[config.mk]
export PLATFORM = sky130hd
export DESIGN_NAME = serial_subtractor
export DESIGN_NICKNAME = d
export VERILOG_FILES = /design/src/rtl/serial_subtractor.sv
export SDC_FILE = /design/constraint.sdc
export NUM_CORES = 1
export LEC_CHECK = 0
export BUFFER_PORTS_ARGS = -buffer_cell sky130_fd_sc_hd__buf_2
export CAP_MARGIN = 20
export CORE_ASPECT_RATIO = 1.2
export CORE_MARGIN = 5
export CORE_UTILIZATION = 54
export CTS_CLUSTER_SIZE = 14
export DETAILED_ROUTE_END_ITERATION = 10
export GPL_ROUTABILITY_DRIVEN = 1
export PLACE_DENSITY = 0.84
export SYNTH_ARGS = -nofsm -noshare
export SYNTH_HDL_FRONTEND = slang
export SYNTH_SLANG_ARGS = --single-unit
[constraint.sdc]
create_clock -name clk -period 1.75 [get_ports clk]
set_input_delay 0.0875 -clock clk [delete_from_list [all_inputs] [get_ports clk]]
set_output_delay 0.0875 -clock clk [all_outputs]
set_load 0.02 [all_outputs]
[src/rtl/serial_subtractor.sv]
// ============================================================================
// Module   : serial_subtractor
// Function : bit-serial unsigned subtractor, LSB first, one bit per clock
// Revision : 1.0
// ============================================================================
`default_nettype none

module serial_subtractor #(
  parameter int WIDTH = 8
) (
  input  logic             clk,
  input  logic             rst_n,
  input  logic             start,
  input  logic [WIDTH-1:0] a,
  input  logic [WIDTH-1:0] b,
  output logic             busy,
  output logic             done,
  output logic [WIDTH-1:0] diff,
  output logic             borrow_out
);

  // One extra counter bit so the count never wraps before the last bit.
  localparam int                c_cnt_w   = $clog2(WIDTH) + 1;
  localparam logic [c_cnt_w-1:0] c_last   = c_cnt_w'(WIDTH - 1);
  localparam logic [1:0]         c_st_idle = 2'd0;
  localparam logic [1:0]         c_st_run  = 2'd1;
  localparam logic [1:0]         c_st_done = 2'd2;

  logic [1:0]         state_q,  state_d;
  logic [WIDTH-1:0]   a_sh_q,   a_sh_d;
  logic [WIDTH-1:0]   b_sh_q,   b_sh_d;
  logic [WIDTH-1:0]   res_q,    res_d;
  logic               bin_q,    bin_d;
  logic [c_cnt_w-1:0] cnt_q,    cnt_d;
  logic [WIDTH-1:0]   diff_q,   diff_d;
  logic               borrow_q, borrow_d;

  logic             w_d1, w_br1, w_dbit, w_br2, w_bout;
  logic [WIDTH-1:0] w_res_next;

  // Two cascaded half-subtractors on the current LSB pair.
  assign w_d1       = a_sh_q[0] ^ b_sh_q[0];
  assign w_br1      = ~a_sh_q[0] & b_sh_q[0];
  assign w_dbit     = w_d1 ^ bin_q;
  assign w_br2      = ~w_d1 & bin_q;
  assign w_bout     = w_br1 | w_br2;
  assign w_res_next = {w_dbit, res_q[WIDTH-1:1]};

  always_comb begin
    state_d  = state_q;
    a_sh_d   = a_sh_q;
    b_sh_d   = b_sh_q;
    res_d    = res_q;
    bin_d    = bin_q;
    cnt_d    = cnt_q;
    diff_d   = diff_q;
    borrow_d = borrow_q;
    case (state_q)
      c_st_idle: begin
        if (start) begin
          a_sh_d  = a;
          b_sh_d  = b;
          res_d   = '0;
          bin_d   = 1'b0;
          cnt_d   = '0;
          state_d = c_st_run;
        end
      end
      c_st_run: begin
        a_sh_d = a_sh_q >> 1;
        b_sh_d = b_sh_q >> 1;
        res_d  = w_res_next;
        bin_d  = w_bout;
        cnt_d  = cnt_q + c_cnt_w'(1);
        if (cnt_q == c_last) begin
          diff_d   = w_res_next;
          borrow_d = w_bout;
          state_d  = c_st_done;
        end
      end
      c_st_done: state_d = c_st_idle;
      default:   state_d = c_st_idle;
    endcase
  end

  always_ff @(posedge clk) begin
    if (!rst_n) begin
      state_q  <= c_st_idle;
      a_sh_q   <= '0;
      b_sh_q   <= '0;
      res_q    <= '0;
      bin_q    <= 1'b0;
      cnt_q    <= '0;
      diff_q   <= '0;
      borrow_q <= 1'b0;
    end else begin
      state_q  <= state_d;
      a_sh_q   <= a_sh_d;
      b_sh_q   <= b_sh_d;
      res_q    <= res_d;
      bin_q    <= bin_d;
      cnt_q    <= cnt_d;
      diff_q   <= diff_d;
      borrow_q <= borrow_d;
    end
  end

  assign busy       = (state_q == c_st_run) || (state_q == c_st_done);
  assign done       = (state_q == c_st_done);
  assign diff       = diff_q;
  assign borrow_out = borrow_q;

endmodule

`default_nettype wire

==> reports/qor.yml <==
worst_setup_path:
  cp.required_ns: 2.01
  cp.arrival_ns: 1.81
  slowest_delay_ns: 0.35
  slowest_stage: "dfxtp_1"
  end_kind: "flip-flop"
  path_max_fanout: 30
  start_kind: "flip-flop"
  worstPathCellList: "inv_1 > ha_1 > nor2b_4 > nor2_2 > buf_12 > nor2_1 > a211oi_2"
  critPathKind: "reg -> reg"
sta:
  grt_setup_unrepaired: "false"
  finalCritPeriodShare_pct: 88.5
  setup_viol: 0
  setup_ws_ns: 0.201
  period_needed_ns: 1.55
  tightestPinTransition_ns: 0.536
  slew_headroom_pct: 64.2
  fin_worst_hold_slack_ns: 0.0502
  hold_viol: 0
  slew_viol_final: 0
  fmax_mhz: 646
  fin_setup_tns_ns: 0
  fin_worst_skew_ns: 0.00897
clocking:
  cts_num_sinks: 39
  postCtsSetupRepairBufs: 0
  clk_latency_ns: 0.35
  htreeDepth: 2
  cts_tree: "done"
  cts_inserted_buffers: 5
  path_clk_slew_ns: 0.11
  clk_path_buf_depth: 2
  root_buffer: "clkbuf_4"
pwr:
  power.density_nw_per_um2: 997
  max-vdd-ir-drop_mv: 0.816
  p_leak_nw: 0.844
  finalPower_mw: 2.03
synth:
  synth_edf_count: 0
  syn_avg_cell_area_um2: 9.41
  yosysUniqueCellTypes: 32
  synth_top_area_share_pct: 44.9
  yosysWarnings: 0
  synth_area_um2: 1740
  synth_cells: 185
  synth_seq_area_share_pct: 44.9
  async_flop_share_pct: 0
  syn_nets: 209
  yosys-top-cells-area: "dfxtp_1, mux2i_1, nand2_1"
  synth_largest_area_cell: "dfxtp_1"
  synthFlopType: "dfxtp_1"
  ys_ff_latch: 39
final_layout:
  final_cell_area_um2: 2030
  fin_util_pct: 66.0
  area_growth_pct: 16.9
  regArea_um2: 781
  multi_input_area_um2: 876
  drive_gt1_share_pct: 21.4
  n_antenna_cell: 0
  layout.nets: 238
  fin_cells: 251
  layout_commonest_cell: "dfxtp_1"
  fillerInstances: 265
  layout_common_cells: "dfxtp_1, buf_2, nand2_1, mux2i_1, nor2_1"
global_route:
  antenna_found_initial: 0
  grt_pass1_vias: 1247
  grt_overflow: 0
  grt_pass1_wl_um: 5620
  track_usage_pct: 16.9
  grt_max_degree: 31
placed_design:
  place.gp.congestion: 0.739
  port_buffers: 29
  place_area_um2: 1910
  hpwlAfterDp_um: 2290
  dp_cells: 241
  place_ws_ns: 0.112
route:
  vias_per_cell: 5.43
  wl_um: 3310
  post-route-drc-count: 0
  drt.antenna.violating_nets: 0
  drt_first_iter_violations: 36
  wl_per_cell_um: 13.2
  vias: 1364
  dr.pass1.iters: 4
die:
  ios: 30
  dieArea_um2: 4460
  initial_core_util_pct: 56.5
  rows: 22
  die_h_um: 72.2
  core_um2: 3080
  fp.dieW_um: 61.8
run_status:
  status: "complete, no violations"
min_path:
  min_path_type: "in -> reg"
job:
  drv_cap: 0
-- what timing repair did --
item / in CTS / in global routing
setup endpoints to repair: 0 / 11
gates resized for setup: 0 / 2
hold buffers: 2 / 0
endpoints found under the hold margin: 2 / 0
-- path summary, 6_finish.rpt --
| check | depth (start not counted) | slack, ns | end | start |
|---|---|---|---|---|
| worst max register to register | 7 | 0.20 | a_sh_q[4] | state_q[0] |
| worst min-delay path | 3 | 0.05 | state_q[0] | start |
| worst max-delay path | 7 | 0.20 | a_sh_q[4] | state_q[0] |
| worst min register to register | 2 | 0.47 | diff[7] | diff[7] |
-- where the power goes --
| part | switching (mW) | total (mW) | internal, mW |
|---|---|---|---|
| combinational | 0.166 | 0.315 | 0.148 |
| clock | 0.297 | 0.743 | 0.446 |
| sequential | 0.0292 | 0.971 | 0.942 |
-- final cells by class --
type                            count  share of cell area, %
Multi-Input combinational cell    129                   43.1
Sequential cell                    39                   38.4
Tap cell                           36                   2.21
Inverter                            5                  0.923
Clock inverter                      2                   2.95
Timing Repair Buffer               34                   10.5
Clock buffer                        6                   2.03
-- sequential cells by signal, indices dropped and copies added, names as in the netlist --
name / cells
bin_q: 1
state_q: 2
diff: 8
res_q: 7
a_sh_q: 8
b_sh_q: 8
borrow_out: 1
cnt_q: 4
-- kinds of logic (layout without fill, tap and decap cells) --
group                      Yosys count  after routing  synth area share [%]
AOI/OAI and AO/OA                   45             45                  19.3
adders and majority gates            5              5                  4.03
buffers and inverters               17             47                  5.10
DFF                                 39             39                  44.9
muxes                               15             15                  8.63
and+or+nand+nor                     64             64                  18.0
-- layer usage --
| layer | up-vias | wire length (µm) | global-route usage [%] |
|---|---|---|---|
| met1 | 630 | 1460 | 21.1 |
| met5 | - | 0 | 0 |
| met4 | 0 | 53 | 6.84 |
| met2 | 34 | 1590 | 26.0 |
| met3 | 6 | 204 | 6.23 |
| li1 | 694 | - | - |
-- synthesized netlist by cell type (3+ instances only) --
master	number
buf_2	5
a211oi_1	8
nor2_1	14
mux2i_1	15
a21oi_1	6
a22oi_1	8
ha_1	4
buf_4	3
a21boi_0	8
nor2b_1	11
nand2b_1	3
o211a_1	5
inv_1	5
dfxtp_1	39
o21ai_0	4
nand2_1	26
-- critical path: cells and delay by family (launching register included) --
family	cells	cell delay [ns]
compound gates	1	0.20
fa+ha+maj	1	0.25
buf+inv	2	0.26
flops	1	0.35
simple gates	3	0.40
(Power assumes the default switching activity.)
